<file path="config.mk">
export PLATFORM = sky130hd
export DESIGN_NAME = block_loader
export DESIGN_NICKNAME = d
export VERILOG_FILES = /design/src/rtl/block_loader.sv
export SDC_FILE = /design/constraint.sdc
export NUM_CORES = 1
export LEC_CHECK = 0
export ABC_AREA = 1
export CAP_MARGIN = 20
export CELL_PAD_IN_SITES_DETAIL_PLACEMENT = 1
export CELL_PAD_IN_SITES_GLOBAL_PLACEMENT = 1
export CORE_MARGIN = 2
export CORE_UTILIZATION = 26
export DETAILED_ROUTE_END_ITERATION = 16
export PLACE_DENSITY = 0.78
export SLEW_MARGIN = 20
export SYNTH_ARGS = -nofsm -noshare
export SYNTH_HDL_FRONTEND = slang
export SYNTH_SLANG_ARGS = --single-unit
</file>
<file path="constraint.sdc">
create_clock -name clk -period 2.3 [get_ports clk]
set_clock_uncertainty 0.15 [all_clocks]
set_input_delay 0.345 -clock clk [delete_from_list [all_inputs] [get_ports clk]]
set_output_delay 0.345 -clock clk [all_outputs]
set_load 0.02 [all_outputs]
</file>
<file path="src/rtl/block_loader.sv">
// Rate-block loader: zero-latency word pass-through in ABSORB, then pad words. Back-pressure via out_ready stalls everything.
// Optional abort input is enabled by defining BLOCK_LOADER_ABORT_EN.
package keccak_pkg;
  localparam int w            = 64;
  localparam int w_byte_size  = 8;
  localparam int w_byte_width = 3;
endpackage

module block_loader
  import keccak_pkg::*;
#(
  parameter int RATE_WORDS = 17,
  parameter int LEN_WIDTH  = 32
) (
  input  logic                    clk,
  input  logic                    rst,
  input  logic                    start,
  input  logic [LEN_WIDTH-1:0]    msg_len,
  input  logic                    in_valid,
  output logic                    in_ready,
  input  logic [w-1:0]            data_in,
  output logic                    out_valid,
  input  logic                    out_ready,
  output logic [w-1:0]            data_out,
  output logic [w_byte_width-1:0] remaining_valid_bytes,
  output logic                    padding_enable,
  output logic                    last_word_in_block,
  output logic                    padding_reset,
  output logic                    block_full,
  input  logic                    permute_done,
`ifdef BLOCK_LOADER_ABORT_EN
  input  logic                    abort,
`endif
  output logic                    busy,
  output logic                    msg_done
);

  localparam int IDX_W = (RATE_WORDS > 1) ? $clog2(RATE_WORDS) : 1;
  localparam logic [IDX_W-1:0]     LAST_IDX  = IDX_W'(RATE_WORDS - 1);
  localparam logic [LEN_WIDTH-1:0] WORD_LEN  = LEN_WIDTH'(w_byte_size);

  typedef enum logic [1:0] {IDLE, ABSORB, PAD, WAIT_PERM} state_t;

  state_t                  state, state_nxt;
  logic [LEN_WIDTH-1:0]    rem_bytes, rem_nxt;
  logic [IDX_W-1:0]        word_idx, idx_nxt;
  logic                    pad_started, pad_nxt;
  logic                    last_idx;
  logic                    abort_req;

  logic                    ov, ir, pe, bf, md, pr;
  logic [w-1:0]            dout;
  logic [w_byte_width-1:0] rvb;

`ifdef BLOCK_LOADER_ABORT_EN
  assign abort_req = abort && (state != IDLE);
`else
  assign abort_req = 1'b0;
`endif

  assign last_idx = (word_idx == LAST_IDX);

  always_comb begin
    state_nxt = state;
    rem_nxt   = rem_bytes;
    idx_nxt   = word_idx;
    pad_nxt   = pad_started;
    ov        = 1'b0;
    ir        = 1'b0;
    dout      = '0;
    pe        = 1'b0;
    rvb       = '0;
    bf        = 1'b0;
    md        = 1'b0;
    pr        = 1'b0;

    case (state)
      IDLE: begin
        if (start) begin
          pr        = 1'b1;
          rem_nxt   = msg_len;
          idx_nxt   = '0;
          pad_nxt   = 1'b0;
          state_nxt = (msg_len != '0) ? ABSORB : PAD;
        end
      end

      ABSORB: begin
        ir   = out_ready;
        ov   = in_valid;
        dout = data_in;
        // A short tail word carries its byte count and starts the padding.
        if (rem_bytes < WORD_LEN) begin
          pe  = 1'b1;
          rvb = rem_bytes[w_byte_width-1:0];
        end
        if (in_valid && out_ready) begin
          if (rem_bytes < WORD_LEN) begin
            rem_nxt = '0;
            pad_nxt = 1'b1;
          end else begin
            rem_nxt = rem_bytes - WORD_LEN;
          end
          idx_nxt = last_idx ? '0 : word_idx + 1'b1;
          if (last_idx) begin
            bf        = 1'b1;
            state_nxt = WAIT_PERM;
          end else if (rem_nxt == '0) begin
            state_nxt = PAD;
          end
        end
      end

      PAD: begin
        ov = 1'b1;
        pe = 1'b1;
        if (out_ready) begin
          pad_nxt = 1'b1;
          idx_nxt = last_idx ? '0 : word_idx + 1'b1;
          if (last_idx) begin
            bf        = 1'b1;
            state_nxt = WAIT_PERM;
          end
        end
      end

      WAIT_PERM: begin
        if (permute_done) begin
          if (pad_started) begin
            md        = 1'b1;
            state_nxt = IDLE;
          end else begin
            state_nxt = (rem_bytes == '0) ? PAD : ABSORB;
          end
        end
      end

      default: state_nxt = IDLE;
    endcase

    // Abort wins over any transfer, block completion or message completion.
    if (abort_req) begin
      state_nxt = IDLE;
      rem_nxt   = '0;
      idx_nxt   = '0;
      pad_nxt   = 1'b0;
      ov        = 1'b0;
      ir        = 1'b0;
      dout      = '0;
      pe        = 1'b0;
      rvb       = '0;
      bf        = 1'b0;
      md        = 1'b0;
      pr        = 1'b1;
    end
  end

  always_ff @(posedge clk) begin
    if (rst) begin
      state       <= IDLE;
      rem_bytes   <= '0;
      word_idx    <= '0;
      pad_started <= 1'b0;
    end else begin
      state       <= state_nxt;
      rem_bytes   <= rem_nxt;
      word_idx    <= idx_nxt;
      pad_started <= pad_nxt;
    end
  end

  // Outputs are forced low while reset is asserted, even before the first edge.
  assign out_valid             = !rst && ov;
  assign in_ready              = !rst && ir;
  assign data_out              = rst ? '0 : dout;
  assign padding_enable        = !rst && pe;
  assign remaining_valid_bytes = rst ? '0 : rvb;
  assign last_word_in_block    = !rst && ov && last_idx;
  assign block_full            = !rst && bf;
  assign msg_done              = !rst && md;
  assign padding_reset         = !rst && pr;
  assign busy                  = !rst && (state != IDLE);

endmodule

</file>
Word-level counts from Yosys, hierarchy flattened

Index checks and enable logic that the tools add are counted.
W data, S select, Z words.

Bits in registers: 40

Add/subtract/negate cells: 2
$lt $le $gt $ge: 1
Eq/ne operators: 11
Muxes and demuxes: 45
Reductions and logical operators: 21

Operators by type and width:

| operator                | count |
|---|---|
| $mux W32                | 5 |
| $mux W64                | 2 |
| $logic_not A32 Y1       | 2 |
| $pmux W32 S2            | 1 |
| $lt A32 B4 Y1 const B   | 1 |
| $reduce_bool A32 Y1     | 1 |
| $sub A32 B4 Y32 const B | 1 |
| $mux W2                 | 10 |
| $mux W5                 | 4 |
| $pmux W5 S3             | 1 |
| $mux W1                 | 14 |
| $ne A2 B2 Y1 const B    | 6 |
| $logic_and A1 B1 Y1     | 9 |
| $mux W3                 | 3 |
| $pmux W2 S4             | 1 |
| $pmux W1 S2             | 3 |
| $reduce_and A6 Y1       | 1 |
| $add A5 B1 Y5 const B   | 1 |
| $eq A5 B5 Y1 const B    | 1 |
| $reduce_and A5 Y1       | 1 |
| $eq A2 B2 Y1 const B    | 2 |
| $reduce_and A4 Y1       | 1 |
| $reduce_bool A2 Y1      | 2 |
| $ne A3 B3 Y1 const B    | 1 |
| 6 further kinds         | 6 |

Longest topological paths before layout

Gate-level depths: netlist (run 1).

Word-level depth: 9
Depth in mapped cells: 19
Depth with buffers taken out: 19

Least setup slack after synthesis (run 1)

Ideal clock, no wire load.

Kind: reg2out
Start point: register state[1]
End point: output remaining_valid_bytes[0]
Arrival time: 1.712 ns
Slack: 0.093 ns
Cell stages (with the launch flop): 7
Buffers on the path: 2
Cells stage by stage: dfxtp_1 -> inv_1 -> ha_1 -> clkbuf_1 -> clkbuf_1 -> nand2_1 -> nor3_1

Cells in the longest elaborated chain, start to end: 3

Ends and longest elaborated chain:

| what                     | line | text |
|---|---|---|
| start: declaration       | 44   | `state_t state, state_nxt;` |
| start signal: assignment | 165  | `state <= state_nxt;` |
| $eq A2 B1 Y1             | 77   | `case (state)` |
| $mux W3                  | 77   |  |
| $mux W3                  | 177  | `assign remaining_valid_bytes = rst ? '0 : rvb;` |
| end: declaration         | 25   | `output logic [w_byte_width-1:0] remaining_valid_bytes,` |

Every way passes these cells.

Final worst setup path (run 1)

Start point: register rem_bytes[29]
End point: register state[1]

Cells in the longest elaborated chain, start to end: 7

Ends and longest elaborated chain:

| what                                             | line    | text |
|---|---|---|
| start: declaration                               | 45      | `logic [LEN_WIDTH-1:0] rem_bytes, rem_nxt;` |
| start signal: assignment                         | 166     | `rem_bytes <= rem_nxt;` |
| $sub A32 B4 Y32 or $lt A32 B4 Y1 (tied branches) | 102, 98 |  |
| $mux W32                                         | 98      | `if (rem_bytes < WORD_LEN) begin` |
| $mux W32                                         | 97      | `if (in_valid && out_ready) begin` |
| $mux W32                                         | 77      |  |
| $logic_not A32 Y1                                | 108     | `end else if (rem_nxt == '0) begin` |
| $ne A3 B3 Y1 (no line)                           | n/a     |  |
| $reduce_and A6 Y1 (no line)                      | n/a     |  |

Parallel ways exist; a longest one is shown, timed or not. The select of a mux whose other input is x is not followed.
A chain may end at the register's enable or synchronous reset.

==> flow_summary.html, run 1 <==
<table>
<tr><th>Metric</th><th>Value</th></tr>
<tr><th colspan="2">Timing</th></tr>
<tr><td>Rel. slew slack</td><td>73.6%</td></tr>
<tr><td>Smallest setup slack after layout</td><td>-0.194 ns</td></tr>
<tr><td>Total count of max-transition violations in the final report</td><td>0</td></tr>
<tr><td>Endpoints failing hold</td><td>0</td></tr>
<tr><td>Maximum clock frequency</td><td>401 MHz</td></tr>
<tr><td>RSZ-0062 raised after global routing</td><td>yes</td></tr>
<tr><td>Minimum clock period</td><td>2.49 ns</td></tr>
<tr><td>Part of the cycle the worst path needs</td><td>108%</td></tr>
<tr><td>Setup-violating endpoint count in the final report</td><td>3</td></tr>
<tr><td>Worst slew pin tran</td><td>0.392 ns</td></tr>
<tr><th colspan="2">Synthesis</th></tr>
<tr><td>Synth Net Count</td><td>769</td></tr>
<tr><td>Post-synthesis instance total</td><td>660</td></tr>
<tr><td>Leading area contributor after synthesis</td><td>sky130_fd_sc_hd__dfxtp_1</td></tr>
<tr><td>Count leader, synth</td><td>sky130_fd_sc_hd__nand2_1</td></tr>
<tr><td>Synth cell count leaders</td><td>sky130_fd_sc_hd__nand2_1 (172), sky130_fd_sc_hd__nor2_1 (167), sky130_fd_sc_hd__inv_1 (58)</td></tr>
<tr><td>Post-synth EDFFs</td><td>0</td></tr>
<tr><td>Synthesis-stage register bit count</td><td>40</td></tr>
<tr><td>Flip-flop cell with the highest count after synthesis</td><td>sky130_fd_sc_hd__dfxtp_1</td></tr>
<tr><td>Async set or reset register ratio after synthesis</td><td>0%</td></tr>
<tr><td>Synth Area per Inst</td><td>5.55 um^2</td></tr>
<tr><td>Cell types occupying the most area after synthesis</td><td>sky130_fd_sc_hd__dfxtp_1 (22%), sky130_fd_sc_hd__nand2_1 (18%), sky130_fd_sc_hd__nor2_1 (17%)</td></tr>
<tr><td>Yosys cell types</td><td>35</td></tr>
<tr><td>Total number of yosys warnings</td><td>0</td></tr>
<tr><td>Sequential share of the synthesized area</td><td>21.9%</td></tr>
<tr><td>Post-synthesis instance area</td><td>3660 um^2</td></tr>
<tr><td>Top cell type's share of synthesized area</td><td>21.9%</td></tr>
<tr><th colspan="2">Drt</th></tr>
<tr><td>Detail Route Antenna Nets</td><td>0</td></tr>
<tr><td>Total vias in the final route</td><td>5949</td></tr>
<tr><td>Violation count after the first detailed-routing iteration</td><td>321</td></tr>
<tr><td>Drt total wl</td><td>21.1 mm</td></tr>
<tr><td>Vias per inst</td><td>5.21</td></tr>
<tr><td>First-pass detailed-route iteration total</td><td>4</td></tr>
<tr><td>Number of DRC violations after detailed routing</td><td>0</td></tr>
<tr><td>Average wire per standard cell</td><td>18.5 um</td></tr>
<tr><th colspan="2">Power</th></tr>
<tr><td>Flop pwr share</td><td>12.7%</td></tr>
<tr><td>Clock power share</td><td>7.7%</td></tr>
<tr><td>Internal</td><td>5.15 mW</td></tr>
<tr><td>Fraction of power consumed by combinational cells</td><td>79.6%</td></tr>
<tr><td>Max IR drop VDD</td><td>0.469 mV</td></tr>
<tr><td>Net switching share of the total power</td><td>51.5%</td></tr>
<tr><td>Power per Cell Area</td><td>1520 nW/um^2</td></tr>
<tr><td>Leak Pwr</td><td>3.23 nW</td></tr>
<tr><td>Sw power</td><td>5.46 mW</td></tr>
<tr><th colspan="2">Global routing</th></tr>
<tr><td>First-pass GRT wire length</td><td>30.2 mm</td></tr>
<tr><td>Largest net degree at the start of global routing</td><td>67</td></tr>
<tr><td>Antenna violations before repair</td><td>0</td></tr>
<tr><td>Vias in the first global route</td><td>6311</td></tr>
<tr><td>Global route overflow</td><td>0</td></tr>
<tr><td>Overall fraction of global-route tracks in use</td><td>25.6%</td></tr>
<tr><th colspan="2">Cells and area</th></tr>
<tr><td>Ant. Diodes</td><td>0</td></tr>
<tr><td>Synthesis-to-layout area growth</td><td>90.6%</td></tr>
<tr><td>Number of nets in the final layout</td><td>1069</td></tr>
<tr><td>Core Util, Final</td><td>50.5%</td></tr>
<tr><td>Share of layout cells above drive strength 1</td><td>33.9%</td></tr>
<tr><td>Post-layout instance area</td><td>6980 um^2</td></tr>
<tr><th colspan="2">Setup path</th></tr>
<tr><td>Class of the most critical setup path</td><td>reg2reg</td></tr>
<tr><td>Largest driver fanout on the critical path</td><td>6</td></tr>
<tr><td>CP Data Required Time</td><td>2.34 ns</td></tr>
<tr><td>Signal arrival time at the worst endpoint</td><td>2.53 ns</td></tr>
<tr><td>Crit path capture type</td><td>flop</td></tr>
<tr><td>Crit start category</td><td>flop</td></tr>
<tr><td>Worst reg2reg setup slack</td><td>-0.19 ns</td></tr>
<tr><th colspan="2">Clock network</th></tr>
<tr><td>Number of hold buffers added after cts</td><td>0</td></tr>
<tr><td>Max H-tree Level</td><td>2</td></tr>
<tr><td>Root buffer selected by CTS</td><td>sky130_fd_sc_hd__clkbuf_16</td></tr>
<tr><td>Num CTS Buffers</td><td>5</td></tr>
<tr><td>Buffer depth of the longest clock path</td><td>2</td></tr>
<tr><td>Clock transition at the register clock pins on the worst setup and hold paths after CTS</td><td>0.06 ns</td></tr>
<tr><td>TritonCTS clock tree</td><td>done</td></tr>
<tr><td>Clock sinks</td><td>40</td></tr>
<tr><td>Clock insertion delay at the later pin of the skew report</td><td>0.29 ns</td></tr>
<tr><th colspan="2">Die</th></tr>
<tr><td>Placeable Area</td><td>13800 um^2</td></tr>
<tr><td>Die outline width</td><td>123 um</td></tr>
<tr><td>Vertical die dimension</td><td>123 um</td></tr>
<tr><td>I/O Pins</td><td>177</td></tr>
<tr><td>Effective utilization at floorplan</td><td>26.5%</td></tr>
<tr><td>Placement row count</td><td>43</td></tr>
<tr><td>Total Die Area</td><td>15000 um^2</td></tr>
<tr><th colspan="2">Min path</th></tr>
<tr><td>Hold/Removal Path Class</td><td>in2reg</td></tr>
<tr><th colspan="2">Place</th></tr>
<tr><td>Global placer's final weighted congestion</td><td>0.945</td></tr>
<tr><td>Post-DP HPWL</td><td>15.2 mm</td></tr>
<tr><td>Placed standard-cell area</td><td>6460 um^2</td></tr>
<tr><td>Count of input and output buffers</td><td>176</td></tr>
<tr><td>Pre-CTS worst setup slack</td><td>-0.250 ns</td></tr>
<tr><th colspan="2">Run status</th></tr>
<tr><td>Violated checks</td><td>negative setup slack</td></tr>
<tr><td>Status</td><td>complete, but fails checks</td></tr>
<tr><th colspan="2">Flow run</th></tr>
<tr><td>Max Cap Viol</td><td>0</td></tr>
</table>
==> worst paths after layout <==
kind | from | endpoint | depth (start not counted)
worst max-delay path | rem_bytes[29] | state[1] | 17
worst min-delay path | rst | word_idx[1] | 2
worst max register to register | rem_bytes[29] | state[1] | 17
worst min register to register | rem_bytes[2] | rem_bytes[2] | 2
==> power groups by stage <==
stage / sequential (mW) / combinational [mW] / clock [mW]
2_1_floorplan: 1.22 / 3.50 / 0
3_3_place_gp: 1.19 / 6.64 / 0
3_5_place_dp: 1.21 / 6.92 / 0
4_1_cts: 1.26 / 7.31 / 0.824
5_1_grt: 1.37 / 9.07 / 0.847
6_report: 1.34 / 8.44 / 0.822
==> cells in the final DEF, fill, tap and decap left out, types with 2 or more instances in the layout <==
master,n
sky130_fd_sc_hd__xor2_1,6
sky130_fd_sc_hd__nor3_1,8
sky130_fd_sc_hd__o211ai_1,2
sky130_fd_sc_hd__dfxtp_1,24
sky130_fd_sc_hd__nor2_2,20
sky130_fd_sc_hd__nor3_2,3
sky130_fd_sc_hd__nand2_4,2
sky130_fd_sc_hd__o21ai_0,10
sky130_fd_sc_hd__nand3_2,4
sky130_fd_sc_hd__nor2_4,21
sky130_fd_sc_hd__buf_4,140
sky130_fd_sc_hd__dlymetal6s2s_1,2
sky130_fd_sc_hd__dfxtp_2,14
sky130_fd_sc_hd__clkdlybuf4s50_1,100
sky130_fd_sc_hd__buf_2,13
sky130_fd_sc_hd__o221ai_1,18
sky130_fd_sc_hd__o21bai_1,2
sky130_fd_sc_hd__buf_6,4
sky130_fd_sc_hd__nand3_1,32
sky130_fd_sc_hd__nor2_1,137
sky130_fd_sc_hd__inv_2,7
sky130_fd_sc_hd__a21oi_1,35
sky130_fd_sc_hd__a22oi_1,7
sky130_fd_sc_hd__clkbuf_16,5
sky130_fd_sc_hd__clkbuf_2,37
sky130_fd_sc_hd__nand2_2,18
sky130_fd_sc_hd__nor4_1,8
sky130_fd_sc_hd__ha_1,4
sky130_fd_sc_hd__ha_4,3
sky130_fd_sc_hd__o21ai_1,3
sky130_fd_sc_hd__nand2_1,158
sky130_fd_sc_hd__inv_1,51
sky130_fd_sc_hd__dfxtp_4,2
sky130_fd_sc_hd__dlygate4sd2_1,2
sky130_fd_sc_hd__clkdlybuf4s15_2,18
sky130_fd_sc_hd__nand4_1,19
sky130_fd_sc_hd__buf_12,5
sky130_fd_sc_hd__clkinv_2,2
==> state kept, by name, indices dropped and copies added (netlist names) <==
signal	count
pad_started	1
rem_bytes	32
state	2
word_idx	5
==> layout make-up <==
cell class	count	area, um^2
Sequential cell	40	826
Timing Repair Buffer	323	2730
Tap cell	180	225
Clock buffer	6	129
Multi-Input combinational cell	529	2790
Inverter	61	239
Fill cell	1799	6850
Clock inverter	2	35.0
==> cell families after synthesis <==
kind of cell | synth area share (%)
AND/OR/NAND/NOR | 50.6
buffers and inverters | 9.81
AO/OA/AOI/OAI | 13.8
flip-flops | 21.9
adder cells (fa/ha/maj) | 2.39
XOR/XNOR | 1.44
==> worst max-delay path: stages, from the launching register on <==
cell	delay, ns
sky130_fd_sc_hd__dfxtp_2	0.35
sky130_fd_sc_hd__inv_1	0.09
sky130_fd_sc_hd__nand2_1	0.08
sky130_fd_sc_hd__nor2_1	0.16
sky130_fd_sc_hd__nand2_2	0.10
sky130_fd_sc_hd__nor2_4	0.18
sky130_fd_sc_hd__nand2_8	0.11
sky130_fd_sc_hd__buf_6	0.14
sky130_fd_sc_hd__nand2_1	0.09
sky130_fd_sc_hd__nand2_1	0.07
sky130_fd_sc_hd__nor2_2	0.10
sky130_fd_sc_hd__nand3_1	0.13
sky130_fd_sc_hd__nor2_1	0.15
sky130_fd_sc_hd__nand3_1	0.14
sky130_fd_sc_hd__nand2_2	0.12
sky130_fd_sc_hd__nand2_2	0.06
sky130_fd_sc_hd__nor2_1	0.11
sky130_fd_sc_hd__nor2_1	0.06
==> per-stage QoR <==
stage,total power [mW],hold slack (ns),cells,setup TNS [ns]
2_1_floorplan,4.72,0.290,660,0
3_3_place_gp,7.83,0.304,1103,-0.168
3_5_place_dp,8.14,0.321,1103,-1.57
4_1_cts,9.39,0.170,1120,-0.0719
5_1_grt,11.3,0.197,1141,-0.946
6_report,10.6,0.170,1141,-0.370
==> routing by layer <==
layer,wire length [um],GRT usage (%)
met2,11500,50.1
met5,0,0
met1,7180,24.4
met3,1170,5.02
met4,1280,14.5
==> what timing repair did <==
| item | 4_1_cts | 5_1_grt |
|---|---|---|
| endpoints found under the setup margin | 83 | 52 |
| hold endpoints to repair | 0 | 0 |
| setup buffers | 7 | 21 |
| cloned | 2 | 0 |
| pin swaps | 18 | 42 |
| resized for setup | 181 | 170 |
(Power assumes the default switching activity.)
==> inputs of run 2 (changes only) <==
--- a/config.mk
+++ b/config.mk
@@ -17,3 +17,4 @@
 export SYNTH_ARGS = -nofsm -noshare
 export SYNTH_HDL_FRONTEND = slang
 export SYNTH_SLANG_ARGS = --single-unit
+export TNS_END_PERCENT = 50
==> run 2 against run 1 <==
Net effect: the flow still finishes with violations (negative setup slack); die area unchanged; largest power group unchanged; wire length is 2.7% lower; global-route usage shrank 0.63 points.
==> flow_summary.html, run 2 (synthesis gave the netlist of run 1 again) <==
<table>
<tr><th>Metric</th><th>Value</th></tr>
<tr><th colspan="2">Cells and area</th></tr>
<tr><td>Number of nets in the final layout</td><td>1060 (-0.84%)</td></tr>
<tr><td>Registers with the most flip-flops</td><td>rem_bytes: 32 flops, word_idx: 5 flops, state: 2 flops</td></tr>
<tr><td>Most frequent cells in the layout</td><td>sky130_fd_sc_hd__nand2_1 (152), sky130_fd_sc_hd__nor2_1 (133), sky130_fd_sc_hd__buf_4 (129)</td></tr>
<tr><td>Synthesis-to-layout area growth</td><td>91.2%</td></tr>
<tr><td>Largest register FFs</td><td>32 (unchanged)</td></tr>
<tr><td>Core Util, Final</td><td>50.6% (+0.15 points)</td></tr>
<tr><td>Count of placed standard cells in the final layout, fillers left out</td><td>1132 (-0.79%)</td></tr>
<tr><td>Register ranked first by flip-flop count</td><td>rem_bytes</td></tr>
<tr><td>Area used by sequential logic in the layout</td><td>835 um^2 (+1.1%)</td></tr>
<tr><td>Share of layout cells above drive strength 1</td><td>32.7% (-1.3 points)</td></tr>
<tr><td>Ant. Diodes</td><td>0 (unchanged)</td></tr>
<tr><td>Fill cells</td><td>1796 (-0.17%)</td></tr>
<tr><td>Most frequent standard cell in the layout excluding fill and tap cells</td><td>sky130_fd_sc_hd__nand2_1</td></tr>
<tr><td>Multi-input gate area</td><td>2860 um^2 (+2.3%)</td></tr>
<tr><th colspan="2">Clock network</th></tr>
<tr><td>Clock sinks</td><td>40 (unchanged)</td></tr>
<tr><td>Max H-tree Level</td><td>2 (unchanged)</td></tr>
<tr><td>Clock transition at the register clock pins on the worst setup and hold paths after CTS</td><td>0.06 ns (about the same)</td></tr>
<tr><td>Num CTS Buffers</td><td>5 (unchanged)</td></tr>
<tr><td>Root buffer selected by CTS</td><td>sky130_fd_sc_hd__clkbuf_16</td></tr>
<tr><td>Buffer depth of the longest clock path</td><td>2 (unchanged)</td></tr>
<tr><td>Number of hold buffers added after cts</td><td>0 (unchanged)</td></tr>
<tr><td>Clock insertion delay at the later pin of the skew report</td><td>0.29 ns (about the same)</td></tr>
<tr><td>TritonCTS clock tree</td><td>done</td></tr>
<tr><th colspan="2">Drt</th></tr>
<tr><td>Number of DRC violations after detailed routing</td><td>0 (unchanged)</td></tr>
<tr><td>Vias per inst</td><td>5.15 (-1.2%)</td></tr>
<tr><td>Violation count after the first detailed-routing iteration</td><td>235 (-27%)</td></tr>
<tr><td>Total vias in the final route</td><td>5834 (-1.9%)</td></tr>
<tr><td>First-pass detailed-route iteration total</td><td>5 (+1)</td></tr>
<tr><td>Drt total wl</td><td>20.5 mm (-2.7%)</td></tr>
<tr><td>Detail Route Antenna Nets</td><td>0 (unchanged)</td></tr>
<tr><td>Average wire per standard cell</td><td>18.1 um (-1.9%)</td></tr>
<tr><th colspan="2">Global routing</th></tr>
<tr><td>Antenna violations before repair</td><td>0 (unchanged)</td></tr>
<tr><td>Overall fraction of global-route tracks in use</td><td>24.9% (-0.63 points)</td></tr>
<tr><td>Vias in the first global route</td><td>6231 (-1.3%)</td></tr>
<tr><td>Global route overflow</td><td>0 (unchanged)</td></tr>
<tr><td>Largest net degree at the start of global routing</td><td>67 (unchanged)</td></tr>
<tr><td>First-pass GRT wire length</td><td>29.5 mm (-2.2%)</td></tr>
<tr><th colspan="2">Timing</th></tr>
<tr><td>Setup TNS</td><td>-0.323 ns (+0.0470 ns)</td></tr>
<tr><td>Minimum clock period</td><td>2.42 ns (-0.0771 ns)</td></tr>
<tr><td>Maximum clock frequency</td><td>414 MHz (+3.2%)</td></tr>
<tr><td>Endpoints failing hold</td><td>0 (unchanged)</td></tr>
<tr><td>RSZ-0062 raised after global routing</td><td>yes</td></tr>
<tr><td>Setup-violating endpoint count in the final report</td><td>10 (+7)</td></tr>
<tr><td>Smallest setup slack after layout</td><td>-0.117 ns (+0.0771 ns)</td></tr>
<tr><td>Worst slew pin tran</td><td>0.405 ns (+0.0132 ns)</td></tr>
<tr><td>Rel. slew slack</td><td>72.7% (-0.89 points)</td></tr>
<tr><td>Part of the cycle the worst path needs</td><td>105% (-3.4 points)</td></tr>
<tr><td>Worst Hold Slack</td><td>0.173 ns (+0.00235 ns)</td></tr>
<tr><td>Total count of max-transition violations in the final report</td><td>0 (unchanged)</td></tr>
<tr><th colspan="2">Setup path</th></tr>
<tr><td>Critical path buffer and inverter count</td><td>6 (+4)</td></tr>
<tr><td>Highest-delay cell along the critical path</td><td>sky130_fd_sc_hd__a221oi_1</td></tr>
<tr><td>CP Data Required Time</td><td>2.30 ns (-0.04 ns)</td></tr>
<tr><td>CP peak stage delay</td><td>0.39 ns (+0.04 ns)</td></tr>
<tr><td>CP Cell Sequence</td><td>inv_1 &gt; buf_4 &gt; ha_4 &gt; buf_4 &gt; nor2_2 &gt; nor2_4 &gt; buf_4 &gt; clkinvlp_4 &gt; buf_4 &gt; a21oi_1 &gt; a221oi_1</td></tr>
<tr><td>Crit path capture type</td><td>flop</td></tr>
<tr><td>Crit start category</td><td>flop</td></tr>
<tr><td>Class of the most critical setup path</td><td>reg2reg</td></tr>
<tr><td>Largest driver fanout on the critical path</td><td>8 (+2)</td></tr>
<tr><td>Dominant delay contributor by cell family on the critical path</td><td>buffers and inverters</td></tr>
<tr><td>Signal arrival time at the worst endpoint</td><td>2.42 ns (-0.11 ns)</td></tr>
<tr><td>Dominant cell type by count on the critical path</td><td>sky130_fd_sc_hd__buf_4</td></tr>
<tr><th colspan="2">Die</th></tr>
<tr><td>Die outline width</td><td>123 um (unchanged)</td></tr>
<tr><td>Vertical die dimension</td><td>123 um (unchanged)</td></tr>
<tr><td>Placement row count</td><td>43 (unchanged)</td></tr>
<tr><td>I/O Pins</td><td>177 (unchanged)</td></tr>
<tr><td>Placeable Area</td><td>13800 um^2 (unchanged)</td></tr>
<tr><td>Total Die Area</td><td>15000 um^2 (unchanged)</td></tr>
<tr><td>Effective utilization at floorplan</td><td>26.5% (unchanged)</td></tr>
<tr><th colspan="2">Place</th></tr>
<tr><td>DP Cell Count</td><td>1103 (unchanged)</td></tr>
<tr><td>Post-DP HPWL</td><td>15.2 mm (unchanged)</td></tr>
<tr><td>Count of input and output buffers</td><td>176 (unchanged)</td></tr>
<tr><td>Global placer's final weighted congestion</td><td>0.945 (unchanged)</td></tr>
<tr><th colspan="2">Min path</th></tr>
<tr><td>Hold/Removal Path Class</td><td>in2reg</td></tr>
<tr><th colspan="2">Power</th></tr>
<tr><td>Power per Cell Area</td><td>1500 nW/um^2 (-1.1%)</td></tr>
<tr><td>Leak Pwr</td><td>3.25 nW (+0.75%)</td></tr>
<tr><td>Max IR drop VDD</td><td>0.548 mV (+17%)</td></tr>
<tr><th colspan="2">Run status</th></tr>
<tr><td>Violated checks</td><td>negative setup slack</td></tr>
<tr><td>Status</td><td>complete, but fails checks</td></tr>
<tr><th colspan="2">Flow run</th></tr>
<tr><td>Max Cap Viol</td><td>0 (unchanged)</td></tr>
</table>
## run 2: changes by cell type in the layout (fill, tap and decap cells not counted), sizes merged
cell,delta
buf,+1
bufbuf,+1
clkinv,-1
clkdlybuf4s15,-1
dlygate4sd2,+6
clkbuf,-16
inv,+1
## run 2: path summary, 6_finish.rpt
path,start,endpoint,slack [ns],depth (start not counted)
worst max-delay path,state[1],rem_bytes[4],-0.12,11
worst min-delay path,rst,word_idx[1],0.17,2
worst max register to register,state[1],rem_bytes[4],-0.12,11
worst min register to register,rem_bytes[2],rem_bytes[2],0.34,2
## run 2: per-layer routing
layer	GRT usage (%)	part of all wire [%]
met1	24.1	35
met2	48.7	55
met5	0	0
met4	13.9	5.1
met3	4.79	4.6
## run 2: stage by stage
stage                     area [um^2]  worst slack (ns)  total power [mW]
after CTS                        6670           -0.0764              9.13
final                            7000            -0.117              10.5
after global placement           6460           -0.0867              7.83
after floorplan                  3660            0.0926              4.72
after detailed placement         6460            -0.250              8.14
after global routing             7000            -0.272              11.2
## run 2: timing repair
action | 4_1_cts | 5_1_grt
setup endpoints to repair | 83 | 52
pin swaps | 1 | 48
setup buffers | 0 | 20
resized for setup | 161 | 199
gates cloned | 1 | 0
## run 2: final cells by class
| cell class | instances | area share (%) |
|---|---|---|
| Multi-Input combinational cell | 529 | 40.8 |
| Sequential cell | 40 | 11.9 |
| Clock inverter | 2 | 0.501 |
| Timing Repair Buffer | 314 | 38.3 |
| Inverter | 61 | 3.41 |
| Clock buffer | 6 | 1.84 |
| Tap cell | 180 | 3.22 |
## run 2: worst register-to-register path, cell delays in order (launching register included)
cell and delay (ns):
sky130_fd_sc_hd__dfxtp_1 0.35, sky130_fd_sc_hd__inv_1 0.10, sky130_fd_sc_hd__buf_4 0.16, sky130_fd_sc_hd__ha_4 0.19, sky130_fd_sc_hd__buf_4 0.18, sky130_fd_sc_hd__nor2_2 0.20
sky130_fd_sc_hd__nor2_4 0.07, sky130_fd_sc_hd__buf_4 0.15, sky130_fd_sc_hd__clkinvlp_4 0.14, sky130_fd_sc_hd__buf_4 0.16, sky130_fd_sc_hd__a21oi_1 0.05, sky130_fd_sc_hd__a221oi_1 0.39
## run 2: report_power, final
group / internal (mW) / switching [mW]
Combinational: 3.57 / 4.77
Sequential: 1.03 / 0.333
Clock: 0.511 / 0.303
==> inputs of run 3 (changes only) <==
--- a/config.mk
+++ b/config.mk
@@ -12,6 +12,7 @@
 export CORE_MARGIN = 2
 export CORE_UTILIZATION = 26
 export DETAILED_ROUTE_END_ITERATION = 16
+export GPL_TIMING_DRIVEN = 0
 export PLACE_DENSITY = 0.78
 export SLEW_MARGIN = 20
 export SYNTH_ARGS = -nofsm -noshare
==> run 3 against run 2 <==
Net effect: the run still ends with negative setup slack left; clock power is 6.3% lower; total power is 8.0% lower; non-clock buffer count is 68 lower; first-iteration DRC count is 35% higher; maximum frequency is 0.12% lower.
==> flow_summary.html, run 3 (synthesis gave the netlist of run 1 again) <==
<table>
<tr><th>Metric</th><th>Value</th></tr>
<tr><th colspan="2">Die</th></tr>
<tr><td>Vertical die dimension</td><td>123 um (unchanged)</td></tr>
<tr><td>Die outline width</td><td>123 um (unchanged)</td></tr>
<tr><td>I/O Pins</td><td>177 (unchanged)</td></tr>
<tr><td>Placement row count</td><td>43 (unchanged)</td></tr>
<tr><td>Effective utilization at floorplan</td><td>26.5% (unchanged)</td></tr>
<tr><td>Total Die Area</td><td>15000 um^2 (unchanged)</td></tr>
<tr><td>Placeable Area</td><td>13800 um^2 (unchanged)</td></tr>
<tr><th colspan="2">Cells and area</th></tr>
<tr><td>Largest register FFs</td><td>32 (unchanged)</td></tr>
<tr><td>Fill cells</td><td>1785 (-0.61%)</td></tr>
<tr><td>Most frequent standard cell in the layout excluding fill and tap cells</td><td>sky130_fd_sc_hd__nand2_1</td></tr>
<tr><td>Number of nets in the final layout</td><td>993 (-6.3%)</td></tr>
<tr><td>Ant. Diodes</td><td>0 (unchanged)</td></tr>
<tr><td>Most frequent cells in the layout</td><td>sky130_fd_sc_hd__nand2_1 (148), sky130_fd_sc_hd__nor2_1 (131), sky130_fd_sc_hd__clkdlybuf4s50_1 (101)</td></tr>
<tr><td>Share of layout cells above drive strength 1</td><td>31.7% (-0.99 points)</td></tr>
<tr><td>Registers with the most flip-flops</td><td>rem_bytes: 32 flops, word_idx: 5 flops, state: 2 flops</td></tr>
<tr><td>Synthesis-to-layout area growth</td><td>79.9%</td></tr>
<tr><td>Multi-input gate area</td><td>2990 um^2 (+4.8%)</td></tr>
<tr><td>Area used by sequential logic in the layout</td><td>855 um^2 (+2.4%)</td></tr>
<tr><td>Register ranked first by flip-flop count</td><td>rem_bytes</td></tr>
<tr><td>Core Util, Final</td><td>47.6% (-3.0 points)</td></tr>
<tr><th colspan="2">Timing</th></tr>
<tr><td>Setup-violating endpoint count in the final report</td><td>6 (-4)</td></tr>
<tr><td>RSZ-0062 raised after global routing</td><td>yes</td></tr>
<tr><td>Endpoints failing hold</td><td>0 (unchanged)</td></tr>
<tr><td>Maximum clock frequency</td><td>413 MHz (-0.12%)</td></tr>
<tr><td>Worst slew pin tran</td><td>0.724 ns (+0.319 ns)</td></tr>
<tr><td>Part of the cycle the worst path needs</td><td>105% (+0.13 points)</td></tr>
<tr><td>Rel. slew slack</td><td>51.3% (-21 points)</td></tr>
<tr><td>Total count of max-transition violations in the final report</td><td>0 (unchanged)</td></tr>
<tr><td>Smallest setup slack after layout</td><td>-0.120 ns (-0.00289 ns)</td></tr>
<tr><td>Minimum clock period</td><td>2.42 ns (+0.00289 ns)</td></tr>
<tr><th colspan="2">Drt</th></tr>
<tr><td>Vias per inst</td><td>5.25 (+1.8%)</td></tr>
<tr><td>Drt total wl</td><td>20.5 mm (-0.16%)</td></tr>
<tr><td>Total vias in the final route</td><td>5581 (-4.3%)</td></tr>
<tr><td>Number of DRC violations after detailed routing</td><td>0 (unchanged)</td></tr>
<tr><td>First-pass detailed-route iteration total</td><td>5 (unchanged)</td></tr>
<tr><td>Average wire per standard cell</td><td>19.3 um (+6.2%)</td></tr>
<tr><td>Violation count after the first detailed-routing iteration</td><td>317 (+35%)</td></tr>
<tr><td>Detail Route Antenna Nets</td><td>0 (unchanged)</td></tr>
<tr><th colspan="2">Setup path</th></tr>
<tr><td>CP Data Required Time</td><td>2.33 ns (+0.03 ns)</td></tr>
<tr><td>Class of the most critical setup path</td><td>reg2reg</td></tr>
<tr><td>Signal arrival time at the worst endpoint</td><td>2.45 ns (+0.03 ns)</td></tr>
<tr><td>Crit path capture type</td><td>flop</td></tr>
<tr><td>Crit start category</td><td>flop</td></tr>
<tr><td>Largest driver fanout on the critical path</td><td>6 (-2)</td></tr>
<tr><th colspan="2">Run status</th></tr>
<tr><td>Status</td><td>complete, but fails checks</td></tr>
<tr><td>Violated checks</td><td>negative setup slack</td></tr>
<tr><th colspan="2">Power</th></tr>
<tr><td>Max IR drop VDD</td><td>0.513 mV (-6.4%)</td></tr>
<tr><td>Leak Pwr</td><td>2.90 nW (-11%)</td></tr>
<tr><td>Total power draw</td><td>9.67 mW (-8.0%)</td></tr>
<tr><td>Power per Cell Area</td><td>1470 nW/um^2 (-2.3%)</td></tr>
<tr><th colspan="2">Clock network</th></tr>
<tr><td>Max H-tree Level</td><td>2 (unchanged)</td></tr>
<tr><td>Clock sinks</td><td>40 (unchanged)</td></tr>
<tr><td>Clock insertion delay at the later pin of the skew report</td><td>0.29 ns (about the same)</td></tr>
<tr><td>Buffer depth of the longest clock path</td><td>2 (unchanged)</td></tr>
<tr><td>Clock transition at the register clock pins on the worst setup and hold paths after CTS</td><td>0.06 ns (about the same)</td></tr>
<tr><td>Root buffer selected by CTS</td><td>sky130_fd_sc_hd__clkbuf_16</td></tr>
<tr><td>TritonCTS clock tree</td><td>done</td></tr>
<tr><td>Num CTS Buffers</td><td>5 (unchanged)</td></tr>
<tr><th colspan="2">Global routing</th></tr>
<tr><td>First-pass GRT wire length</td><td>27.8 mm (-5.7%)</td></tr>
<tr><td>Vias in the first global route</td><td>5689 (-8.7%)</td></tr>
<tr><td>Antenna violations before repair</td><td>0 (unchanged)</td></tr>
<tr><td>Global route overflow</td><td>0 (unchanged)</td></tr>
<tr><td>Largest net degree at the start of global routing</td><td>12 (-82%)</td></tr>
<tr><td>Overall fraction of global-route tracks in use</td><td>23.6% (-1.4 points)</td></tr>
<tr><th colspan="2">Flow run</th></tr>
<tr><td>Max Cap Viol</td><td>0 (unchanged)</td></tr>
<tr><th colspan="2">Place</th></tr>
<tr><td>Global placer's final weighted congestion</td><td>0.919 (-2.8%)</td></tr>
<tr><td>Count of input and output buffers</td><td>176 (unchanged)</td></tr>
<tr><td>Post-DP HPWL</td><td>14.4 mm (-5.3%)</td></tr>
<tr><th colspan="2">Min path</th></tr>
<tr><td>Hold/Removal Path Class</td><td>reg2reg</td></tr>
</table>
==> run 3: worst paths after layout <==
| path | startpoint | end | slack (ns) | depth (start not counted) |
|---|---|---|---|---|
| worst max-delay path | rem_bytes[8] | state[0] | -0.12 | 15 |
| worst min-delay path | rem_bytes[0] | rem_bytes[0] | 0.32 | 2 |
| worst max register to register | rem_bytes[8] | state[0] | -0.12 | 15 |
| worst min register to register | rem_bytes[0] | rem_bytes[0] | 0.32 | 2 |
==> run 3: stage by stage <==
step	instances	hold WS (ns)	cell area, um^2	setup WS [ns]	TNS, ns
3_3_place_gp	1016	0.304	5650	-0.792	-50.33
3_5_place_dp	1016	0.315	5650	-0.821	-58.70
5_1_grt	1064	0.347	6590	-0.225	-1.25
6_report	1064	0.319	6590	-0.120	-0.526
4_1_cts	1035	0.324	6070	-0.168	-0.758
2_1_floorplan	660	0.290	3660	0.0926	0
==> run 3: where the power goes <==
group | internal (mW) | total [mW] | switching [mW]
Combinational | 2.75 | 7.37 | 4.62
Sequential | 1.05 | 1.54 | 0.483
Clock | 0.456 | 0.763 | 0.306
==> run 3: per-layer routing <==
| metal | track usage [%] | share of wire [%] | up-vias |
|---|---|---|---|
| met5 | 0 | 0 | - |
| met1 | 23.9 | 34 | 2661 |
| met3 | 4.97 | 6.1 | 69 |
| met4 | 11.1 | 5.6 | 0 |
| li1 | - | - | 2593 |
| met2 | 45.3 | 54 | 258 |
==> run 3: repair_timing <==
item / CTS / global route
hold buffers: 0 / 0
cloned: 0 / 3
setup endpoints to repair: 113 / 111
pin swaps: 9 / 51
setup buffers: 12 / 29
resized for setup: 279 / 212
==> run 3: final cells by class <==
type	instances	share of cell area (%)
well taps	180	3.42
flip-flops and latches	40	13.0
multi-input cells	530	45.5
inverters	61	3.70
repair buffers	217	28.4
clock buffers	7	2.32
plain buffers	29	3.70
==> run 3: critical path, cell delays in order (launching register included) <==
cell,delay (ns)
sky130_fd_sc_hd__dfxtp_4,0.38
sky130_fd_sc_hd__nor2_4,0.14
sky130_fd_sc_hd__nand2_2,0.08
sky130_fd_sc_hd__nor2_4,0.23
sky130_fd_sc_hd__nand2_2,0.15
sky130_fd_sc_hd__o21ai_1,0.25
sky130_fd_sc_hd__nand3_1,0.14
sky130_fd_sc_hd__nand2_1,0.10
sky130_fd_sc_hd__inv_1,0.05
sky130_fd_sc_hd__nand2_2,0.08
sky130_fd_sc_hd__nor2_4,0.05
sky130_fd_sc_hd__nand3_2,0.08
sky130_fd_sc_hd__nand2_2,0.08
sky130_fd_sc_hd__buf_4,0.14
sky130_fd_sc_hd__a21oi_1,0.14
sky130_fd_sc_hd__nor2_1,0.07
